## src/rtl/ahb_fifo_pkg.sv

```systemverilog
// Shared definitions for the AHB-Lite to FIFO write bridge: bus encodings,
// FSM states and status word layout.
package ahb_fifo_pkg;

  localparam logic [1:0] HTRANS_IDLE   = 2'b00;
  localparam logic [1:0] HTRANS_BUSY   = 2'b01;
  localparam logic [1:0] HTRANS_NONSEQ = 2'b10;
  localparam logic [1:0] HTRANS_SEQ    = 2'b11;

  typedef enum logic [2:0] {
    IDLE,
    WDATA,
    RDATA,
    ERR1,
    ERR2
  } state_e;

  localparam int FULL_LSB = 0;
  localparam int DROP_LSB = 16;

endpackage

```

## src/rtl/ahb_fifo_bridge_if.sv

```systemverilog
// AHB-Lite slave bus plus the FIFO write side of the bridge, grouped as one
// interface; the bridge uses the slave view, the bus master/FIFOs the master view.
interface ahb_fifo_bridge_if #(
  parameter int DATA_W = 32,
  parameter int NCH    = 4
);
  logic              HSEL;
  logic              HWRITE;
  logic              HREADY;
  logic [1:0]        HTRANS;
  logic [31:0]       HADDR;
  logic [31:0]       HWDATA;
  logic              HREADYOUT;
  logic              HRESP;
  logic [31:0]       HRDATA;
  logic [NCH-1:0]    wfull;
  logic [NCH-1:0]    winc;
  logic [DATA_W-1:0] wdata;

  modport slave (
    input  HSEL, HWRITE, HREADY, HTRANS, HADDR, HWDATA, wfull,
    output HREADYOUT, HRESP, HRDATA, winc, wdata
  );

  modport master (
    output HSEL, HWRITE, HREADY, HTRANS, HADDR, HWDATA, wfull,
    input  HREADYOUT, HRESP, HRDATA, winc, wdata
  );
endinterface

```

## src/rtl/ahb_fifo_decode.sv

```systemverilog
// Word-index decode: channel one-hot, status-word select, and invalid flag
// for any index beyond the status word.
module ahb_fifo_decode
  import ahb_fifo_pkg::*;
#(
  parameter int NCH = 4,
  parameter int IW  = $clog2(NCH + 1)
) (
  input  logic [IW-1:0]  idx_i,
  output logic [NCH-1:0] ch_oh_o,
  output logic           stat_o,
  output logic           inval_o
);
  always_comb begin
    ch_oh_o = '0;
    for (int i = 0; i < NCH; i++) ch_oh_o[i] = (idx_i == IW'(i));
  end

  assign stat_o  = (idx_i == IW'(NCH));
  assign inval_o = ~stat_o & ~|ch_oh_o;
endmodule

```

## src/rtl/ahb_fifo_bridge.sv

```systemverilog
// AHB-Lite slave turning bus writes into per-channel FIFO write strobes, with
// a W1C status word and a stall timeout that answers ERROR on a stuck FIFO.
module ahb_fifo_bridge
  import ahb_fifo_pkg::*;
#(
  parameter int DATA_W   = 32,
  parameter int NCH      = 4,
  parameter int TIMEOUT  = 16,
  parameter int ADDR_LSB = 2
) (
  input  logic             clk,
  input  logic             rst,
  ahb_fifo_bridge_if.slave bus
);
  localparam int IW = $clog2(NCH + 1);
  localparam int CW = (TIMEOUT > 0) ? $clog2(TIMEOUT + 1) : 1;
  localparam logic [CW-1:0] CNT_LAST = CW'((TIMEOUT > 0) ? TIMEOUT - 1 : 0);
  localparam logic [CW-1:0] CNT_MAX  = '1;

  state_e         state_q;
  logic [CW-1:0]  cnt_q;
  logic [NCH-1:0] drop_q, drop_d;
  logic [NCH-1:0] ch_q;
  logic           stat_q;
  logic           resp_q;

  logic [NCH-1:0] dec_ch;
  logic           dec_stat, dec_inval;
  logic           sample, stall, tmo, advance;
  state_e         dp_state;
  logic [31:0]    status;
  logic           unused_bits;

  ahb_fifo_decode #(.NCH(NCH), .IW(IW)) u_decode (
    .idx_i   (bus.HADDR[ADDR_LSB +: IW]),
    .ch_oh_o (dec_ch),
    .stat_o  (dec_stat),
    .inval_o (dec_inval)
  );

  assign sample  = bus.HSEL & bus.HREADY & bus.HTRANS[1];
  assign stall   = (state_q == WDATA) && |(ch_q & bus.wfull);
  assign tmo     = stall && (TIMEOUT != 0) && (cnt_q == CNT_LAST);
  // Any cycle that completes a data phase (or idles) may accept the next address.
  assign advance = (state_q == IDLE) ||
                   ((state_q inside {WDATA, RDATA, ERR2}) && !stall);

  always_comb begin
    dp_state = IDLE;
    if (sample) begin
      if (dec_inval)       dp_state = ERR1;
      else if (bus.HWRITE) dp_state = WDATA;
      else                 dp_state = RDATA;
    end
  end

  // Clear first, then set, so a simultaneous drop event wins over W1C.
  always_comb begin
    drop_d = drop_q;
    if (state_q == WDATA && stat_q) drop_d = drop_d & ~bus.HWDATA[DROP_LSB +: NCH];
    if (tmo) drop_d = drop_d | ch_q;
  end

  always_comb begin
    status = '0;
    status[FULL_LSB +: NCH] = bus.wfull;
    status[DROP_LSB +: NCH] = drop_q;
  end

  always_ff @(posedge clk) begin
    if (rst) begin
      state_q <= IDLE;
      cnt_q   <= '0;
      drop_q  <= '0;
      resp_q  <= 1'b0;
    end else begin
      drop_q <= drop_d;
      resp_q <= 1'b0;
      if (advance) begin
        state_q <= dp_state;
        cnt_q   <= '0;
        ch_q    <= dec_ch;
        stat_q  <= dec_stat;
        resp_q  <= (dp_state == ERR1);
      end else if (state_q == ERR1) begin
        state_q <= ERR2;
        resp_q  <= 1'b1;
      end else if (tmo) begin
        state_q <= ERR1;
        resp_q  <= 1'b1;
      end else if (stall && cnt_q != CNT_MAX) begin
        cnt_q <= cnt_q + 1'b1;
      end
    end
  end

  assign bus.HREADYOUT = rst | ~((state_q == ERR1) | stall);
  assign bus.HRESP     = ~rst & resp_q;
  assign bus.winc      = (!rst && state_q == WDATA && !stall) ? ch_q : '0;
  assign bus.HRDATA    = (!rst && state_q == RDATA && stat_q) ? status : '0;
  assign bus.wdata     = bus.HWDATA[DATA_W-1:0];
  assign unused_bits   = ^{bus.HTRANS[0], bus.HADDR, bus.HWDATA};
endmodule

```

## src/flat_wrapper.sv

```systemverilog
// flat-port wrapper written by rule: the top's interface ports become plain ports
module ahb_fifo_bridge_flat import ahb_fifo_pkg::*;
#(
  parameter int DATA_W   = 32,
  parameter int NCH      = 4,
  parameter int TIMEOUT  = 16,
  parameter int ADDR_LSB = 2
)
  (clk, rst, bus_HSEL, bus_HWRITE, bus_HREADY, bus_HTRANS, bus_HADDR, bus_HWDATA, bus_wfull, bus_HREADYOUT, bus_HRESP, bus_HRDATA, bus_winc, bus_wdata);
  ahb_fifo_bridge_if #(.DATA_W(DATA_W), .NCH(NCH)) bus_i ();
  input  logic clk;
  input  logic rst;
  input wire logic [$bits(bus_i.HSEL)-1:0] bus_HSEL;
  input wire logic [$bits(bus_i.HWRITE)-1:0] bus_HWRITE;
  input wire logic [$bits(bus_i.HREADY)-1:0] bus_HREADY;
  input wire logic [$bits(bus_i.HTRANS)-1:0] bus_HTRANS;
  input wire logic [$bits(bus_i.HADDR)-1:0] bus_HADDR;
  input wire logic [$bits(bus_i.HWDATA)-1:0] bus_HWDATA;
  input wire logic [$bits(bus_i.wfull)-1:0] bus_wfull;
  output wire logic [$bits(bus_i.HREADYOUT)-1:0] bus_HREADYOUT;
  output wire logic [$bits(bus_i.HRESP)-1:0] bus_HRESP;
  output wire logic [$bits(bus_i.HRDATA)-1:0] bus_HRDATA;
  output wire logic [$bits(bus_i.winc)-1:0] bus_winc;
  output wire logic [$bits(bus_i.wdata)-1:0] bus_wdata;
  assign bus_i.HSEL = bus_HSEL;
  assign bus_i.HWRITE = bus_HWRITE;
  assign bus_i.HREADY = bus_HREADY;
  assign bus_i.HTRANS = bus_HTRANS;
  assign bus_i.HADDR = bus_HADDR;
  assign bus_i.HWDATA = bus_HWDATA;
  assign bus_i.wfull = bus_wfull;
  assign bus_HREADYOUT = bus_i.HREADYOUT;
  assign bus_HRESP = bus_i.HRESP;
  assign bus_HRDATA = bus_i.HRDATA;
  assign bus_winc = bus_i.winc;
  assign bus_wdata = bus_i.wdata;
  ahb_fifo_bridge #(.DATA_W(DATA_W), .NCH(NCH), .TIMEOUT(TIMEOUT), .ADDR_LSB(ADDR_LSB)) u_core (.clk(clk), .rst(rst), .bus(bus_i));
endmodule
```

## config.mk

```make
export PLATFORM = sky130hd
export DESIGN_NAME = ahb_fifo_bridge_flat
export DESIGN_NICKNAME = d
export VERILOG_FILES = /design/src/rtl/ahb_fifo_pkg.sv /design/src/rtl/ahb_fifo_bridge_if.sv /design/src/rtl/ahb_fifo_decode.sv /design/src/rtl/ahb_fifo_bridge.sv /design/src/flat_wrapper.sv
export SDC_FILE = /design/constraint.sdc
export NUM_CORES = 1
export LEC_CHECK = 0
export ABC_AREA = 1
export CAP_MARGIN = 40
export CORE_MARGIN = 8
export CORE_UTILIZATION = 33
export CTS_CLUSTER_DIAMETER = 200
export DETAILED_ROUTE_END_ITERATION = 8
export HOLD_SLACK_MARGIN = 0.06
export PLACE_DENSITY = 0.92
export SLEW_MARGIN = 5
export SYNTH_ARGS = -nofsm -noshare
export SYNTH_HDL_FRONTEND = slang
export SYNTH_SLANG_ARGS = --single-unit
```

## constraint.sdc

```tcl
create_clock -name clk -period 4.61 [get_ports clk]
set_input_delay 0.922 -clock clk [delete_from_list [all_inputs] [get_ports clk]]
set_output_delay 0.922 -clock clk [all_outputs]
set_load 0.05 [all_outputs]
```

# --- Yosys cells after proc, flatten, opt, wreduce, memory -nomap -nowiden ---
# Cells that the tools add are included.
classes:
  addsub: 1
  eq_ne: 11
  mux: 13
  n_bitwise: 15
  n_reduce_logical: 22
op_table:
  columns: ["operator", "n"]
  rows:
  - ["2-to-1 mux 20 bit", 1]
  - ["equality test 3 x 2 -> 1 bit, second input constant", 5]
  - ["2-to-1 mux 3 bit", 5]
  - ["2-to-1 mux 4 bit", 3]
  - ["logical AND 1 bit", 9]
  - ["bitwise AND 4 bit", 2]
  - ["OR reduction 4 bit", 2]
  - ["equality test 3 x 1 -> 1 bit, second input constant", 2]
  - ["equality test 3 bit, second input constant", 2]
  - ["logical NOT 3 bit", 2]
  - ["nonzero test 3 bit", 2]
  - ["adder 5 x 1 -> 5 bit, second input constant", 1]
  - ["equality test 5 x 4 -> 1 bit, second input constant", 1]
  - ["!= test 5 bit, second input constant", 1]
  - ["NOT 1 bit", 5]
  - ["bitwise AND 1 bit", 4]
  - ["NOT 4 bit", 1]
  - ["bitwise OR 4 bit", 1]
  - ["logical NOT 1 bit", 3]
  - ["2-to-1 mux 1 bit", 3]
  - ["AND reduction 3 bit", 1]
  - ["2-to-1 mux 2 bit", 1]
  - ["bitwise OR 1 bit", 2]
  - ["AND reduction 2 bit", 1]
  - ["2 further kinds", 2]
totals:
  regBits: 18
  word_cells: 68

# --- Logic depth before layout (Yosys ltp) ---
depth:
  depth_word: 8
  ltp_mapped: 10
  depth_no_buf: 10

# --- Modules after synthesis ---
# From an unflattened synthesis, not the netlist that was laid out.
hier_totals:
  hier_cells: 212
  area_unflattened_um2: 1470.2
modules_own_cells:
  columns: ["mod", "n_inst", "cells_per_inst", "area_each_um2"]
  rows:
  - ["ahb_fifo_bridge", 1, 199, 1421.4]
  - ["ahb_fifo_decode", 1, 13, 48.8]

# --- Worst setup path after synthesis ---
# Ideal clock, no wire load.
synth_timing:
  kind: "input port to output port"
  start: "input port rst"
  end: "output port bus_winc[0]"
  arrival_time_ns: 2.027
  required_ns: 3.688
  setup_slack_ns: 1.661
  stages: 4
  path_cell_list: "clkbuf_1 -> inv_1 -> nand3_1 -> nor2_1"
synth_via:
  elab_chain_cells: 4
synth_lines:
  columns: ["item", "line_no", "text"]
  rows:
  - ["start, declared", "flat_wrapper.sv:12", "input logic rst;"]
  - ["logical NOT 1 bit", "ahb_fifo_bridge.sv:99", "assign bus.winc = (!rst && state_q == WDATA && !stall) ? ch_q : '0;"]
  - ["logical AND 1 bit (2 in a row)", "ahb_fifo_bridge.sv:99", null]
  - ["2-to-1 mux 4 bit", "ahb_fifo_bridge.sv:99", null]
  - ["end, declared", "flat_wrapper.sv:23", "output wire logic [$bits(bus_i.winc)-1:0] bus_winc;"]
# No other way between the ends.

# --- Worst setup path in the final report ---
layout_timing:
  start: "input port rst"
  end: "output port bus_HRDATA[19]"
layout_via:
  elab_chain_cells: 4
layout_lines:
  columns: ["item", "line_no", "text"]
  rows:
  - ["logical NOT 1 bit", "ahb_fifo_bridge.sv:100", "assign bus.HRDATA = (!rst && state_q == RDATA && stat_q) ? status : '0;"]
  - ["logical AND 1 bit (2 in a row)", "ahb_fifo_bridge.sv:100", null]
  - ["2-to-1 mux 20 bit", "ahb_fifo_bridge.sv:100", null]
  - ["end, declared", "flat_wrapper.sv:22", "output wire logic [$bits(bus_i.HRDATA)-1:0] bus_HRDATA;"]
# No other way between the ends.

==> out/metrics.cfg <==
[drt]
wl_met3_um = 402
maxUsedRoutingLayer = met4
drt_iter0_drc = 62
ant_nets = 0
avgRoutedWirePerCell_um = 11.8
drc_errors = 0
met1Wirelength_mm = 1.21
drtPass1Iterations = 4
viasPerCell = 4.33
vias = 1153
wl_met2_mm = 1.47
finalWirelength_mm = 3.14

[grt]
grt_usage = 0.0850
grt_max_degree = 11
grt_pass1_wl_mm = 5.12
grt_overflow = 0
antenna_found_initial = 0
grt_pass1_vias = 1202

[cts]
htree_num_levels = 1
postCtsSetupBuffers = 0
path_clk_slew_ns = 0.07
cts.repair.resized = 0
root_buffer = clkbuf_8
numCtsBuffers = 3
hold_buffers = 0
cts_buffer_depth = 2
cts_tree = done
clk_latency_ns = 0.26
cts_sinks = 18

[synthesis]
synth_cell_type_count = 27
yosys_warnings = 0
synth_top_family_by_area = buffers and inverters
synth.cell_area_um2 = 1500
yosys.area_share.xor_xnor = 0.0117
synth-seq-cells = 18
synth-compound-area-share = 0.0594
seq_area_frac_synth = 0.274
synthMuxAreaShare = 0
synth_fa_ha_area_frac = 0.0251
synth_cells = 209
avgSynthCellArea_um2 = 7.16
yosys.area_share.simple = 0.264

[min_path]
holdCritPathClass = flip-flop to flip-flop

[final_layout]
multi_input_area_um2 = 629
drive_gt1_frac = 0.0654
final_common_cell = clkdlybuf4s50_1
antennaDiodeCount = 0
final_cell_mix = 34 x clkdlybuf4s50_1, 29 x inv_1, 28 x nand2_1
fin_nets = 293
fillers = 449
fin_util = 0.371
seq_area_um2 = 410
area_growth_pct = 8.03
instances_no_fill = 266

[setup_path]
crit_arrival_ns = 2.81
cp-end-kind = output pin
worstPathMaxFanout = 8
critPathRequiredTime_ns = 3.69
start_kind = primary input
setup.worst_path.class = primary input to output pin

[timing]
fin_tns_setup_ns = 0
fmax_mhz = 268
drv_slew = 0
setup_ws_ns = 0.873
setup_violations = 0
min_period_ns = 3.74
hold_slack_ns = 0.467
slew_headroom = 0.652
finalClockSkew_ns = 0.00265
finalHoldViolations = 0
post-route-period-util = 0.811
rsz0062_at_grt = false
tightest_slew_ns = 0.521

[floorplanning]
core-area_um2 = 4350
die-area_um2 = 6950
io_pins = 145
rows = 24
die_h_um = 83.3
start_util = 0.344
die_x_um = 83.3

[flow_run]
cap_violations = 0

[power]
cellPowerDensity_nw_per_um2 = 235
p_leak_nw = 0.681
ir_drop_uv = 94.7

[place]
dp.cells = 262
dpl_worst_slack_ns = 0.857
gp_congestion = 0.808
numPortBuffers = 34
dpl.hpwl_mm = 2.56

[status]
status = completed

==> worst paths after layout <==
check | startpoint | to | slack [ns] | depth (start not counted)
worst max register to register | u_core.ch_q[1]$_DFFE_PP_ | u_core.ch_q[1]$_DFFE_PP_ | 2.89 | 7
worst max-delay path | rst | bus_HRDATA[19] | 0.87 | 5
worst min-delay path | u_core.drop_q[3]$_SDFF_PP0_ | u_core.drop_q[3]$_SDFF_PP0_ | 0.47 | 2
worst min register to register | u_core.drop_q[3]$_SDFF_PP0_ | u_core.drop_q[3]$_SDFF_PP0_ | 0.47 | 2
==> worst max-delay path, cell delays in order <==
cell	delay, ns
clkdlybuf4s50_1	0.45
nor3_1	0.15
nand3_1	0.28
nor2_1	0.18
clkdlybuf4s50_1	0.83
==> through the flow <==
stage	cell area, µm²	power (mW)
final	1620	0.380
after global routing	1620	0.391
after CTS	1620	0.380
after detailed placement	1570	0.269
after global placement	1570	0.267
after floorplan	1580	0.327
==> power by group <==
part           switching (mW)  internal (mW)
combinational          0.0727         0.0229
sequential            0.00422          0.166
clock                  0.0547         0.0593
total                   0.132          0.249
==> routing by layer <==
layer  GRT usage  vias to the layer above
met3      0.0479                        5
met5           0                        -
met4      0.0399                        0
met1      0.0774                      508
met2       0.149                       55
li1            -                      585
==> cell type report <==
cell class	count	area share
repair buffers	35	0.215
well taps	52	0.0402
clock buffers	3	0.0255
inverters	31	0.0735
multi-input cells	126	0.389
clock inverters	1	0.00232
flip-flops and latches	18	0.254
==> sequential cells by signal, summed over array words and instances, names as in the netlist <==
| name | flops |
|---|---|
| u_core.cnt_q | 5 |
| u_core.ch_q | 4 |
| u_core.drop_q | 4 |
| u_core.state_q | 3 |
| u_core.resp_q | 1 |
| u_core.stat_q | 1 |
==> cells in the mapped netlist <==
cell type	count	area, µm²
buf_4	56	420
inv_1	29	109
nand2_1	28	105
nor2_1	21	78.8
dfxtp_1	13	260
a21oi_1	12	60.1
nand3_1	10	50.1
nand4_1	7	43.8
edfxtp_1	5	150
nor3_1	5	25.0
ha_1	3	37.5
nand2_2	2	12.5
nand3_2	2	20.0
o21ai_0	2	10.0
xor2_1	2	17.5
a21boi_1	1	7.51
a31oi_1	1	6.26
clkbuf_1	1	3.75
conb_1	1	3.75
inv_2	1	3.75
inv_4	1	6.26
nand2_4	1	11.3
nand3_4	1	17.5
nand3b_1	1	7.51
nand4_2	1	12.5
nor2_4	1	11.3
o21ai_1	1	5.00
==> kinds of logic (layout without fill, tap and decap cells) <==
| logic type | count (synthesis) | in the layout |
|---|---|---|
| other | 1 | 24 |
| AO/OA/AOI/OAI | 17 | 17 |
| XOR/XNOR | 2 | 2 |
| adder cells (fa/ha/maj) | 3 | 3 |
| buffers and inverters | 88 | 70 |
| flip-flops | 18 | 18 |
| AND/OR/NAND/NOR | 80 | 80 |
No activity file was read; power rests on OpenSTA's default activity.
